File: config.mk
export PLATFORM = sky130hd
export DESIGN_NAME = carrier_safety_ramp
export DESIGN_NICKNAME = d
export VERILOG_FILES = /design/src/rtl/carrier_safety_ramp.sv
export SDC_FILE = /design/constraint.sdc
export NUM_CORES = 1
export LEC_CHECK = 0
export ABC_AREA = 1
export BUFFER_PORTS_ARGS = -buffer_cell sky130_fd_sc_hd__buf_4
export CAP_MARGIN = 10
export CORE_MARGIN = 2
export CORE_UTILIZATION = 36
export CTS_BUF_LIST = sky130_fd_sc_hd__clkbuf_16
export CTS_CLUSTER_DIAMETER = 40
export CTS_CLUSTER_SIZE = 25
export DETAILED_ROUTE_END_ITERATION = 8
export SYNTH_ARGS = -nofsm -noshare
export SYNTH_HDL_FRONTEND = slang
export SYNTH_SLANG_ARGS = --single-unit
File: constraint.sdc
create_clock -name clk -period 2.88 [get_ports clk]
set_input_delay 0.576 -clock clk [delete_from_list [all_inputs] [get_ports clk]]
set_output_delay 0.576 -clock clk [all_outputs]
set_load 0.05 [all_outputs]
File: src/rtl/carrier_safety_ramp.sv
// AM carrier amplitude gate driven by the watchdog: ramps the carrier up and down
// in fixed steps, and latches a fault on watchdog expiry until it is explicitly cleared.
module carrier_safety_ramp #(
  parameter int AMP_W      = 16,
  parameter int STEP       = 256,
  parameter int DIV        = 4,
  parameter int WARN_SHIFT = 1
) (
  input  logic             clk,
  input  logic             rst,
  input  logic             tx_en,
  input  logic [AMP_W-1:0] amp_in,
  input  logic             wd_warning,
  input  logic             wd_triggered,
  input  logic             fault_clear,
  output logic [AMP_W-1:0] amp_out,
  output logic             rf_enable,
  output logic             fault_latched,
  output logic [2:0]       state_o
);

  typedef enum logic [2:0] {
    S_OFF       = 3'd0,
    S_RAMP_UP   = 3'd1,
    S_ON        = 3'd2,
    S_RAMP_DOWN = 3'd3,
    S_FAULT     = 3'd4
  } state_t;

  localparam int             CW      = (DIV > 1) ? $clog2(DIV) : 1;
  localparam logic [CW-1:0]  CNT_MAX = CW'(DIV - 1);
  localparam logic [AMP_W:0] STEP_X  = (AMP_W + 1)'(STEP);

  state_t           state, state_nxt;
  logic [CW-1:0]    cnt;
  logic [AMP_W-1:0] target, amp_nxt;
  logic [AMP_W:0]   amp_x, sum_up;
  logic             tick, abort, flt_nxt;

  always_comb begin
    target    = wd_warning ? (amp_in >> WARN_SHIFT) : amp_in;
    tick      = (cnt == CNT_MAX);
    abort     = wd_triggered | ~tx_en;
    // one extra bit so the upward step saturates at target instead of wrapping
    amp_x     = {1'b0, amp_out};
    sum_up    = amp_x + STEP_X;
    state_nxt = state;
    amp_nxt   = amp_out;
    case (state)
      S_OFF: begin
        amp_nxt = '0;
        if (wd_triggered || fault_latched) state_nxt = S_FAULT;
        else if (tx_en)                    state_nxt = S_RAMP_UP;
      end
      S_RAMP_UP: begin
        if (abort)                  state_nxt = S_RAMP_DOWN;
        else if (amp_out >= target) state_nxt = S_ON;
        else if (tick)
          amp_nxt = (sum_up >= {1'b0, target}) ? target : sum_up[AMP_W-1:0];
      end
      S_ON: begin
        // amplitude is held on the way out so the ramp down starts from where we were
        if (abort) state_nxt = S_RAMP_DOWN;
        else       amp_nxt   = target;
      end
      S_RAMP_DOWN: begin
        if (amp_out == '0)
          state_nxt = (fault_latched || wd_triggered) ? S_FAULT : S_OFF;
        else if (tick)
          amp_nxt = (amp_x > STEP_X) ? AMP_W'(amp_x - STEP_X) : '0;
      end
      S_FAULT: begin
        amp_nxt = '0;
        if (fault_clear && !wd_triggered) state_nxt = S_OFF;
      end
      default: begin
        state_nxt = S_OFF;
        amp_nxt   = '0;
      end
    endcase
    // a new trigger beats a clear arriving in the same cycle
    flt_nxt = wd_triggered | (fault_latched & ~((state == S_FAULT) & fault_clear));
  end

  always_ff @(posedge clk) begin
    if (rst) begin
      state         <= S_OFF;
      amp_out       <= '0;
      rf_enable     <= 1'b0;
      fault_latched <= 1'b0;
      cnt           <= '0;
    end else begin
      state         <= state_nxt;
      amp_out       <= amp_nxt;
      rf_enable     <= (state_nxt == S_RAMP_UP) || (state_nxt == S_ON) ||
                       (state_nxt == S_RAMP_DOWN);
      fault_latched <= flt_nxt;
      cnt           <= ((state_nxt != state) || tick) ? '0 : cnt + 1'b1;
    end
  end

  assign state_o = state;

endmodule

==> summary.txt <==
Floorplanning
  – Io pins: 43
  – Die W: 89.5 um
  – Initial Util: a little under two fifths
  – Die Ht: ~89 um
  – Die ar.: 0.00801 mm2
  – CORE AREA: 0.00718 mm2
  – Number of core rows: 31

Cells and area
  – Antenna diodes: 0
  – Area growth syn-to-layout: 25.7%
  – Layout cells sized above 1: ~27%
  – Fin area: between 0.003 and 0.004 mm2
  – Filler cells: between 700 and 800
  – Finished Layout Cells: ~550
  – # nets final: between 500 and 600

Setup path
  – CP endpoint kind: flop
  – CP startpoint kind: input pin
  – R2R Path End: amp_out[12]$_SDFFE_PP0P_
  – WS Path Type: input pin to flop
  – Crit Path Max Fanout: 11
  – Path depth of the worst reg2reg path: 17
  – Critical Path AT: approximately 2.9 ns
  – R2r startpoint: amp_out[8]$_SDFFE_PP0P_
  – CP required: slightly above 3 ns
  – CP Capture Point: amp_out[12]$_SDFFE_PP0P_
  – Worst setup path start: wd_warning
  – R2R setup slack: about 0.23 ns

Drt
  – Vias per cell: just under 5
  – Initial drt markers: ~120
  – Drt wl/cell: roughly 14 um
  – Detail Route Antenna Nets: 0
  – Drt drc: 0
  – Pre-antenna DRT Iters: 4
  – Wirelength, routed: roughly 7600 um
  – Routed via count: around 2700

Placement
  – Dpl hpwl: 5940 um
  – RePlAce Congestion: around 0.83
  – Placed cell count: ~550
  – Placed inst area: 0.00316 mm2
  – PortBufs: 42

Synth
  – Synthesized-area fraction occupied by adder cells: between 10% and 20%
  – Top-count cell post-synth: nand2_1
  – Largest family of logic cells by synthesized area: simple AND/OR/NAND/NOR gates
  – Cell Area, Synth: between 0.002 and 0.003 mm2
  – Synth Register Bits: 23
  – Post-synthesis mux area share: around 1.1%
  – Synth Flop Type: dfxtp_1
  – Post-synthesis xor/xnor area fraction: 3.33%
  – Compound-gate portion of the synthesized area: roughly an eighth
  – Largest cells by area after synthesis: dfxtp_1 (17%), ha_1 (14%), nand2_1 (12%)
  – Mean Syn Cell Area: 6.66 um2
  – Post-Synthesis Cells: between 300 and 400
  – Ys Warns: 0
  – Syn_nets: ~450
  – Post-synth top cells: nand2_1 (84), a21oi_1 (36), inv_1 (33), nor2_1 (32), ha_1 (29)
  – Fraction of registers with async set/reset: 0%
  – Post-synth top area cell: dfxtp_1
  – Unique masters post-synth: 38
  – EDFF count, synth: 0
  – Post-synth top area share: 17.5%
  – Post-Synth Simple-Gate Area: around 43%
  – Seq/Total Area, Yosys: 17.5%

Power and ir drop
  – P_leak: approximately 1.6 nW
  – VDD IR max: around 230 uV
  – Pwr per Cell Area: just under 400 mW/mm2

STA
  – Worst Max-Slew Pin Slew: 0.478 ns
  – Tmin final: 2.67 ns
  – Max Clk Rate: about 370 MHz
  – Max Slew Vio Count: 0
  – Clk_skew: slightly above 0.008 ns
  – Final Cycle Share: approximately 90%
  – Max_slew headroom: 68.0%
  – Final Hold Viols: 0
  – Setup violations, final: 0

CTS
  – H-Tree Depth: 1
  – Root buffer cell: clkbuf_16
  – Post-CTS setup buffers: 0
  – CTS Sinks: 23
  – CTS Buf Count: 3
  – CTS tree: yes
  – Clk Latency, worst-skew pair: 0.26 ns
  – Clock buffer depth: 2
  – Clock-pin slew on the worst setup and hold paths: approximately 0.070 ns

Global routing
  – GR Util All Layers: 19.1%
  – First-pass GRT wire length: between 10000 and 15000 um
  – Vias in the first global route: between 2000 and 3000
  – Pin count of the biggest net entering global routing: 22
  – Initial antenna violation count: 0
  – Total gr overflow: 0

Hold path
  – Worst hold path type: flop to flop
  – WHS Path Cells: 1

Run
  – # Max-Cap Violations: 0

Status
  – Status: finished, final reports clean
[how the worst min path moves through the flow]
stage,from,endpoint,slack [ns]
floorplan,cnt[0]$_SDFF_PP0_,cnt[0]$_SDFF_PP0_,0.41
global placement,cnt[0]$_SDFF_PP0_,cnt[0]$_SDFF_PP0_,0.42
detailed placement,cnt[0]$_SDFF_PP0_,cnt[0]$_SDFF_PP0_,0.43
CTS,cnt[0]$_SDFF_PP0_,cnt[0]$_SDFF_PP0_,0.44
global route,cnt[0]$_SDFF_PP0_,cnt[0]$_SDFF_PP0_,0.46
finish,cnt[0]$_SDFF_PP0_,cnt[0]$_SDFF_PP0_,0.44
[cell usage in the layout (no fill, tap or decap), types with 3 or more instances in the layout]
cell and count:
dfxtp_1 20, nand2_4 5, a21o_1 3, nor2_2 4
o21ai_1 5, nor3_2 3, nand2_1 84, nor2_8 3
nand3_2 4, nand3b_1 14, clkbuf_16 3, nor3_1 8
xor2_1 9, inv_2 12, or2_2 10, o21ai_0 12
a21oi_1 36, nand4_1 12, nand2_2 4, nor2_1 31
nand3_1 25, ha_1 28, mux2i_1 3, buf_4 60
inv_1 32, o22ai_1 3
[metal layers]
metal  up-vias  share of wire (%)  wire length (um)  track usage, %
li1       1439                  -                 -               -
met1      1205                 47              3550            25.6
met2        53                 49              3700            32.7
met3         7                4.0               306            3.32
met4         0               0.85                65            2.58
met5         -                  0                 0               0
[sequential cells by signal (all words and copies together), names as in the netlist]
signal and count:
cnt 2, fault_latched 1, state_o 3, amp_out 16, rf_enable 1
[repair_timing]
| item | in CTS | in global routing |
|---|---|---|
| setup endpoints to repair | 0 | 16 |
| hold endpoints to repair | 0 | 0 |
| gates resized for setup | 0 | 10 |
| hold buffers | 0 | 0 |
[worst max-delay path, cell delays in order]
cell and delay, ns:
buf_4 0.10, clkinvlp_4 0.15, or2_2 0.30, o21ai_0 0.16, ha_1 0.34, a21oi_1 0.16, o21ai_1 0.08, nand2_1 0.06
nand2_1 0.05, nand2_1 0.07, nand3_1 0.12, nand2_4 0.13, nand2_4 0.10, nor2_4 0.22, nand2_1 0.09, a21oi_1 0.14
[kinds of logic (layout without fill, tap and decap cells)]
logic type / after synthesis / in the layout
mux: 3 / 3
xor+xnor: 10 / 10
flops: 23 / 23
compound gates: 64 / 64
simple gates: 212 / 214
fa+ha+maj: 29 / 29
buf+inv: 54 / 109
[metrics by stage]
stage,hold WS [ns],setup slack [ns],total power [W],utilization [%],setup TNS [ns]
finish,0.438,0.209,0.00129,46.1,0
global route,0.462,-0.000786,0.00137,46.1,-0.000786
floorplan,0.406,0.00573,0.000802,-,0
global placement,0.418,-0.0885,0.000951,44.1,-1.13
detailed placement,0.426,-0.101,0.000957,44.1,-1.25
CTS,0.436,0.132,0.00127,45.2,0
[final cells by class]
class | count | area [um2] | share of cell area, %
Tap cell | 99 | 124 | 3.75
Clock inverter | 1 | 7.51 | 0.227
Sequential cell | 23 | 467 | 14.1
Clock buffer | 3 | 75.1 | 2.27
Timing Repair Buffer | 60 | 450 | 13.6
Inverter | 45 | 173 | 5.22
Multi-Input combinational cell | 320 | 2010 | 60.8
[power by group]
group | total (W) | switching, W | internal, W
Combinational | 0.000603 | 0.000400 | 0.000203
Clock | 0.000313 | 0.000124 | 0.000189
Sequential | 0.000372 | 0.0000266 | 0.000345
Power figures use the tool's default switching activity.
